## config.mk

```make
export PLATFORM = sky130hd
export DESIGN_NAME = serial_add_sub
export DESIGN_NICKNAME = d
export VERILOG_FILES = /design/src/rtl/serial_add_sub.sv
export SDC_FILE = /design/constraint.sdc
export NUM_CORES = 1
export LEC_CHECK = 0
export CORE_ASPECT_RATIO = 0.6
export CORE_MARGIN = 10
export CORE_UTILIZATION = 50
export CTS_CLUSTER_DIAMETER = 120
export DETAILED_ROUTE_END_ITERATION = 7
export GPL_TIMING_DRIVEN = 0
export MAX_ROUTING_LAYER = met4
export PLACE_DENSITY = 0.87
export REMOVE_ABC_BUFFERS = 1
export SETUP_SLACK_MARGIN = 0.15
export SLEW_MARGIN = 20
export SYNTH_ARGS = -nofsm -noshare
export SYNTH_HDL_FRONTEND = slang
export SYNTH_SLANG_ARGS = --single-unit
```

## constraint.sdc

```tcl
create_clock -name clk -period 1.85 [get_ports clk]
set_input_delay 0.37 -clock clk [delete_from_list [all_inputs] [get_ports clk]]
set_output_delay 0.37 -clock clk [all_outputs]
set_load 0.05 [all_outputs]
```

## src/rtl/serial_add_sub.sv

```systemverilog
// Bit-serial WIDTH-bit adder/subtractor: one full-adder cell reused LSB first,
// with a start/busy/done handshake and held S/Cout/ovfl results.
module serial_add_sub #(
    parameter int WIDTH = 16,
    parameter int CNT_W = $clog2(WIDTH + 1)
) (
    input  logic             clk,
    input  logic             rst_n,
    input  logic             start,
    input  logic             sub,
    input  logic [WIDTH-1:0] A,
    input  logic [WIDTH-1:0] B,
    output logic             busy,
    output logic             done,
    output logic [WIDTH-1:0] S,
    output logic             Cout,
    output logic             ovfl
);

    typedef enum logic {
        IDLE,
        RUN
    } state_t;

    state_t             state_q, state_d;
    logic [WIDTH-1:0]   a_sh_q,  a_sh_d;
    logic [WIDTH-1:0]   b_sh_q,  b_sh_d;
    logic [WIDTH-1:0]   r_sh_q,  r_sh_d;
    logic               carry_q, carry_d;
    logic [CNT_W-1:0]   cnt_q,   cnt_d;
    logic [WIDTH-1:0]   s_q,     s_d;
    logic               cout_q,  cout_d;
    logic               ovfl_q,  ovfl_d;
    logic               done_q,  done_d;

    logic               fa_sum;
    logic               fa_carry;
    logic               last_bit;

    // Single full-adder cell: returns {carry_out, sum}.
    function automatic logic [1:0] full_add(input logic a, input logic b, input logic c);
        return {(a & b) | (a & c) | (b & c), a ^ b ^ c};
    endfunction

    assign last_bit = (cnt_q == CNT_W'(WIDTH - 1));

    always_comb begin
        state_d  = state_q;
        a_sh_d   = a_sh_q;
        b_sh_d   = b_sh_q;
        r_sh_d   = r_sh_q;
        carry_d  = carry_q;
        cnt_d    = cnt_q;
        s_d      = s_q;
        cout_d   = cout_q;
        ovfl_d   = ovfl_q;
        done_d   = 1'b0;
        {fa_carry, fa_sum} = full_add(a_sh_q[0], b_sh_q[0], carry_q);

        case (state_q)
            IDLE: begin
                if (start) begin
                    // Subtraction is A + ~B + 1: invert B here, seed the carry with sub.
                    a_sh_d  = A;
                    b_sh_d  = B ^ {WIDTH{sub}};
                    carry_d = sub;
                    cnt_d   = '0;
                    state_d = RUN;
                end
            end
            RUN: begin
                a_sh_d  = a_sh_q >> 1;
                b_sh_d  = b_sh_q >> 1;
                r_sh_d  = {fa_sum, r_sh_q[WIDTH-1:1]};
                carry_d = fa_carry;
                cnt_d   = cnt_q + CNT_W'(1);
                if (last_bit) begin
                    // carry_q is the carry into the MSB on the final bit.
                    s_d     = {fa_sum, r_sh_q[WIDTH-1:1]};
                    cout_d  = fa_carry;
                    ovfl_d  = carry_q ^ fa_carry;
                    done_d  = 1'b1;
                    state_d = IDLE;
                end
            end
            default: state_d = IDLE;
        endcase
    end

    always_ff @(posedge clk) begin
        if (!rst_n) begin
            state_q <= IDLE;
            a_sh_q  <= '0;
            b_sh_q  <= '0;
            r_sh_q  <= '0;
            carry_q <= 1'b0;
            cnt_q   <= '0;
            s_q     <= '0;
            cout_q  <= 1'b0;
            ovfl_q  <= 1'b0;
            done_q  <= 1'b0;
        end else begin
            state_q <= state_d;
            a_sh_q  <= a_sh_d;
            b_sh_q  <= b_sh_d;
            r_sh_q  <= r_sh_d;
            carry_q <= carry_d;
            cnt_q   <= cnt_d;
            s_q     <= s_d;
            cout_q  <= cout_d;
            ovfl_q  <= ovfl_d;
            done_q  <= done_d;
        end
    end

    assign busy = (state_q == RUN);
    assign done = done_q;
    assign S    = s_q;
    assign Cout = cout_q;
    assign ovfl = ovfl_q;

endmodule

```

# Yosys cells after proc, flatten, opt, wreduce, memory -nomap -nowiden
# Index checks and enable logic that the tools add are counted.
[totals]
reg_bits = 74
inputBits = 36
out_inout_bits = 20
elab_cells = 37
[classes]
n_addsub = 1
n_eq_ne = 2
muxes = 12
bitwise_logic = 10
n_reduce_logical = 2
[ops]
columns = ["op", "count"]
rows = [
  ["$pmux 16 s2", 2],
  ["$mux 16", 2],
  ["$xor 16x16->16", 1],
  ["$pmux 5 s2", 1],
  ["$add 5x1->5 const B", 1],
  ["$eq 5x4->1 const B", 1],
  ["$mux 5", 1],
  ["$mux 1", 4],
  ["$pmux 1 s2", 2],
  ["$reduce_and 2->1", 2],
  ["$and 1x1->1", 3],
  ["$xor 1x1->1", 3],
  ["$ne 2x2->1 const B", 1],
  ["$or 1x1->1", 2],
  ["$not 1->1", 1],
]

# Depth between registers and ports, before layout
# Gate-level depths: netlist of run 1.
[depth]
depth_word = 4
ltp_mapped = 8
depth_no_buf = 6

# Least setup slack after synthesis of run 1
# No wires, ideal clock.
[synth_path]
path_kind = "register -> register"
start = "reg cnt_q[0]"
end = "reg ovfl_q (netlist: ovfl)"
setup_time_ns = 0.116
arrival_time_ns = 1.559
required_ns = 1.734
setup_slack_ns = 0.174
path_stages_with_launch = 8
path_buffers = 2
period_less_slack_ns = 1.676
cell_sequence = "dfxtp_1 > ha_1 > and3_1 > ha_1 > and2_1 > buf_4 > buf_4 > o211a_1"
[synth_via]
elab_chain_len = 2
[synth_lines]
columns = ["item", "line_no", "text"]
rows = [
  ["start: declaration", "30", "logic [CNT_W-1:0] cnt_q, cnt_d;"],
  ["start signal: assignment", "108", "cnt_q <= cnt_d;"],
  ["$eq 5x4->1", "45", "assign last_bit = (cnt_q == CNT_W'(WIDTH - 1));"],
  ["$reduce_and 2->1 (no source line)", "--", ""],
  ["end signal: assignment", "111", "ovfl_q <= ovfl_d;"],
  ["end: declaration", "33", "logic ovfl_q, ovfl_d;"],
]
# Every way passes these cells.
# A chain may end at the register's enable or synchronous reset.

# Worst setup path after layout of run 1
[layout_path]
start = "reg state_q (netlist: busy)"
end = "out busy"
[layout_lines]
columns = ["item", "line_no", "text"]
rows = [
  ["start: declaration", "25", "state_t state_q, state_d;"],
  ["start signal: assignment", "103", "state_q <= state_d;"],
  ["end: declaration", "13", "output logic busy,"],
]
# No word-level cell between the ends.

==> results_dict.tcl, run 1 <==
set metrics [dict create \
    p_switching_uw 762 \
    gr-total-overflow 0 \
    p_comb_frac 0.118 \
    port_buffers 55 \
    drive_gt1_frac 0.0685 \
    min_to "b_sh_q[15]" \
    syn_avg_cell_area_um2 9.09 \
    fin_nets 445 \
    synthFlopType "dfxtp_1" \
    cts_tree "done" \
    area_growth_pct 22.0 \
    whs_path_depth 2 \
    slew_violations 0 \
    power.density_nw_per_um2 792 \
    cts_buffers 9 \
    pre_cts_slack_ns -0.264 \
    synth_commonest_cells "73 x dfxtp_1, 52 x nand2_1, 33 x mux2i_1, 32 x nor2_1, 20 x nor2b_1" \
    peakVddDrop_mv 0.385 \
    cts.sinks 73 \
    period_share 0.890 \
    setup_viol 0 \
    timing.rr.start "busy" \
    synthArstFlopShare 0 \
    ys_warn_count 0 \
    root_buffer "clkbuf_8" \
    synth_cells 362 \
    layout_min_cycle_time_ns 1.65 \
    max-cap-violations 0 \
    coreArea_um2 6250 \
    grt_pass1_vias 2386 \
    dpl.hpwl_um 4480 \
    hold_start "start" \
    internal_power_mw 2.42 \
    ys_top_cells_by_area "dfxtp_1 44%, mux2i_1 10%, nand2_1 5.9%" \
    wirelength_um 6950 \
    dpl.cell_count 475 \
    synth_seq_area_share 0.444 \
    final-instance-count-excl-fill 493 \
    clockBufferDepth 2 \
    antenna_left 0 \
    synthesis.area_um2 3290 \
    routed_via_density 5.06 \
    die_area_um2 10300 \
    leakagePower_nw 1.65 \
    max-slew-margin-rel 0.411 \
    htree_num_levels 3 \
    path_class "reg2out" \
    fp.dieW_um 125 \
    timing.setup.tns_ns 0 \
    hp-class "in2reg" \
    r2r-end "b_sh_q[10]" \
    tightest_slew_ns 0.883 \
    netSwitchingFraction 0.240 \
    place_congestion 0.728 \
    io_pins 56 \
    num_vias 2494 \
    grt_first_pass_wirelength_um 11300 \
    clock_latency_ns 0.33 \
    end_kind "output pin" \
    crit_required_ns 1.48 \
    drt-pass1-iter-count 4 \
    cts_hold_buf 0 \
    status "completed" \
    remaining_drc_errors 0 \
    grt.total_usage 0.131 \
    critPathMaxFanout 31 \
    start_util 0.527 \
    crit_path_start_kind "flop" \
    yosysMostFrequentCell "dfxtp_1" \
    synth_cell_types 33 \
    antenna_cells 0 \
    avgRoutedWirePerCell_um 14.1 \
    cp.arrival_ns 1.28 \
    max_freq_ghz 0.607 \
    antenna_found_initial 0 \
    synth_top_cell_by_area "dfxtp_1" \
    die_height_um 82.9 \
    synth_edf_count 0 \
    drtIter0Drc 170 \
    fin_skew_ns 0.00766 \
    rows 22 \
    grt_start_max_net_pins 60 \
    rsz0062_at_grt "yes" \
    hold_violations 0 \
    worst_slack_ns 0.203 \
    r2r_cells 3 \
    seqPwrFrac 0.526 \
    yosysTopAreaCellShare 0.444 \
    ys_ff_latch 73 \
    r2r_setup_slack_ns 0.26 \
    timing.hold.ws_ns 0.417 \
    pwr-share-clk 0.357 \
    clkTransAtPathRegs_ns 0.07 \
    power_mw 3.18 \
]
how the worst max path moves through the flow:
stage | slack (ns) | from | end | cells after the start
finish | 0.20 | busy | busy | 2
global route | 0.13 | busy | busy | 2
CTS | 0.03 | busy | busy | 2
detailed placement | -0.26 | sub | b_sh_q[10] | 4
global placement | -1.79 | busy | busy | 1
floorplan | -1.04 | busy | ovfl | 3
what timing repair did:
| item | in CTS | in global routing |
|---|---|---|
| setup buffers | 0 | 1 |
| cloned | 0 | 2 |
| pin swaps | 0 | 1 |
| hold endpoints to repair | 0 | 0 |
| setup endpoints to repair | 43 | 35 |
| gates resized for setup | 28 | 3 |
per-layer routing:
layer,up-vias,global-route usage,wire length [um]
li1,1283,-,-
met1,1145,0.160,3380
met3,11,0.0400,271
met5,-,-,0
met4,0,0.0461,99
met2,55,0.201,3200
sequential cells by signal, summed over array words and instances (netlist names), 5 cells and up:
signal  flops
b_sh_q     16
S          16
cnt_q       5
r_sh_q     15
a_sh_q     16
cell families (layout without fill, tap and decap cells):
logic type                 count (synthesis)  count (layout)  synth area share
AOI/OAI and AO/OA                         57              57             0.117
xor gates and xnor gates                  18              18            0.0479
adders and majority gates                  4               4            0.0175
buffers and inverters                     31              77            0.0650
DFF                                       73              73             0.444
muxes                                     33              33             0.100
and+or+nand+nor                          146             147             0.208
power groups by stage:
stage	registers, mW	logic [mW]	clock network (mW)
3_5_place_dp	1.71	0.361	0
2_1_floorplan	1.72	0.169	0
4_1_cts	1.67	0.361	1.15
3_3_place_gp	1.73	0.318	0
5_1_grt	1.68	0.413	1.24
6_report	1.67	0.374	1.13
layout by cell type (no fill, tap or decap), types with 8 or more instances in the layout:
master,instances
dfxtp_1,72
and2_1,17
clkbuf_8,12
nand3_1,16
xor2_1,16
o21ai_0,17
clkdlybuf4s50_1,32
mux2i_1,33
a21boi_0,9
nor2b_1,20
o31ai_1,14
nand2_1,52
a21boi_1,8
dlygate4sd2_1,20
nor2_1,32
critical path, cell delays in order, from the launching register on:
cell      delay [ns]
dfxtp_4         0.45
buf_16          0.22
clkbuf_4        0.26
area by class of cell:
class,count,area (um^2)
Inverter,2,7.51
Timing Repair Buffer,60,623
Sequential cell,73,1470
Fill cell,555,2230
Tap cell,84,105
Multi-Input combinational cell,259,1630
Clock inverter,2,12.5
Clock buffer,13,169
stage by stage:
step            util  area [um^2]
2_1_floorplan      -         3090
3_3_place_gp   0.599         3740
3_5_place_dp   0.610         3810
4_1_cts        0.635         3970
5_1_grt        0.643         4020
6_report       0.643         4020
No activity file was read; power rests on OpenSTA's default activity.
==> run 2: changes to the inputs <==
--- a/config.mk
+++ b/config.mk
@@ -12,7 +12,7 @@
 export DETAILED_ROUTE_END_ITERATION = 7
 export GPL_TIMING_DRIVEN = 0
 export MAX_ROUTING_LAYER = met4
-export PLACE_DENSITY = 0.87
+export PLACE_DENSITY = 0.84
 export REMOVE_ABC_BUFFERS = 1
 export SETUP_SLACK_MARGIN = 0.15
 export SLEW_MARGIN = 20
==> run 2 against run 1 <==
  * Final area shrank 1.4%
  * Worst setup slack better by 0.055 ns
  * Cell count shrank 0.20%
  * Clock power about the same
  * Total power fell by 1.3%
  * Highest routed layer unchanged
==> results_dict.tcl, run 2 (synthesized netlist as in run 1, its figures left out) <==
set metrics [dict create \
    worstPathBufferInverterCount 1 \
    wirelength_um 6730 \
    grt_first_pass_wirelength_um 11300 \
    start_util 0.527 \
    path_class "reg2out" \
    leakagePower_nw 1.62 \
    cp.arrival_ns 1.22 \
    timing.hold.ws_ns 0.410 \
    hp-class "in2reg" \
    layout_commonest_cell "dfxtp_1" \
    dpl.hpwl_um 4570 \
    coreArea_um2 6250 \
    clkTransAtPathRegs_ns 0.08 \
    cts.sinks 73 \
    layout_min_cycle_time_ns 1.59 \
    max-slew-margin-rel 0.409 \
    slew_violations 0 \
    grt_start_max_net_pins 63 \
    rsz0062_at_grt "no" \
    die_area_um2 10300 \
    io_pins 56 \
    clock_latency_ns 0.34 \
    grt.total_usage 0.131 \
    crit_path_start_kind "flop" \
    fin_util 0.634 \
    peakVddDrop_mv 0.413 \
    place_congestion 0.746 \
    dpl.cell_count 475 \
    fin_skew_ns 0.0106 \
    status "completed" \
    rows 22 \
    max_stage_delay_ns 0.54 \
    antenna_cells 0 \
    avgRoutedWirePerCell_um 13.7 \
    cts_tree "done" \
    max-cap-violations 0 \
    most-common-layout-cells "72 x dfxtp_1, 52 x nand2_1, 33 x mux2i_1" \
    area_growth_pct 20.3 \
    max_freq_ghz 0.628 \
    root_buffer "clkbuf_8" \
    fillerInstances 529 \
    timing.setup.tns_ns 0 \
    cp_cell_sequence "buf_2" \
    clockBufferDepth 2 \
    critPathMaxFanout 18 \
    routed_via_density 5.01 \
    tightest_slew_ns 0.886 \
    crit_path_top_delay_cell "dfxtp_4" \
    grt_pass1_vias 2435 \
    port_buffers 55 \
    period_share 0.860 \
    crit_family "flip-flops" \
    power.density_nw_per_um2 792 \
    cts_buffers 9 \
    drtIter0Drc 128 \
    setup_viol 0 \
    r2r_setup_slack_ns 0.26 \
    fp.dieW_um 125 \
    die_height_um 82.9 \
    antenna_left 0 \
    crit_required_ns 1.48 \
    fin_nets 443 \
    hold_violations 0 \
    gr-total-overflow 0 \
    htree_num_levels 3 \
    end_kind "output pin" \
    final-instance-count-excl-fill 492 \
    antenna_found_initial 0 \
    drive_gt1_frac 0.0637 \
    remaining_drc_errors 0 \
    num_vias 2465 \
    drt-pass1-iter-count 4 \
]
[run 2: cell count changes in the layout (fill, tap and decap cells not counted), sizes merged]
cell | before | now
clkinvlp | 1 | 0
clkinv | 1 | 2
clkbuf | 17 | 14
buf | 4 | 6
[run 2: cell type report]
| type | count | area (um^2) | share of cell area |
|---|---|---|---|
| Timing Repair Buffer | 58 | 571 | 0.144 |
| Multi-Input combinational cell | 259 | 1640 | 0.413 |
| Clock inverter | 2 | 13.8 | 0.00347 |
| Tap cell | 84 | 105 | 0.0265 |
| Sequential cell | 73 | 1470 | 0.370 |
| Inverter | 2 | 7.51 | 0.00190 |
| Clock buffer | 14 | 163 | 0.0411 |
[run 2: layer usage]
layer / part of all wire / vias up / routed length (um) / track usage
li1: - / 1286 / - / -
met1: 0.49 / 1118 / 3300 / 0.155
met2: 0.45 / 55 / 3050 / 0.204
met3: 0.049 / 6 / 329 / 0.0470
met4: 0.0080 / 0 / 54 / 0.0408
met5: 0 / - / 0 / -
[run 2: power breakdown]
part | total, mW | switching (mW) | internal (mW)
Clock | 1.11 | 0.546 | 0.563
Combinational | 0.352 | 0.166 | 0.186
Sequential | 1.68 | 0.0468 | 1.63
[run 2: final timing paths]
kind / start / endpoint / depth (start not counted)
worst min register to register: S[9] / S[9] / 2
worst max register to register: cnt_q[0] / ovfl / 5
worst min-delay path: start / b_sh_q[15] / 2
worst max-delay path: busy / busy / 1
[run 2: timing repair]
action,in CTS,in global routing
setup endpoints to repair,52,9
cloned,0,1
hold buffers,0,0
setup buffers,0,0
endpoints found under the hold margin,0,0
resized for setup,26,4
[run 2: through the flow]
stage	power (mW)	area (um^2)	worst slack [ns]
6_report	3.14	3960	0.259
2_1_floorplan	1.89	3090	-1.04
5_1_grt	3.28	3960	0.190
4_1_cts	3.17	3950	0.152
3_5_place_dp	2.07	3790	-0.235
3_3_place_gp	2.05	3740	-1.84
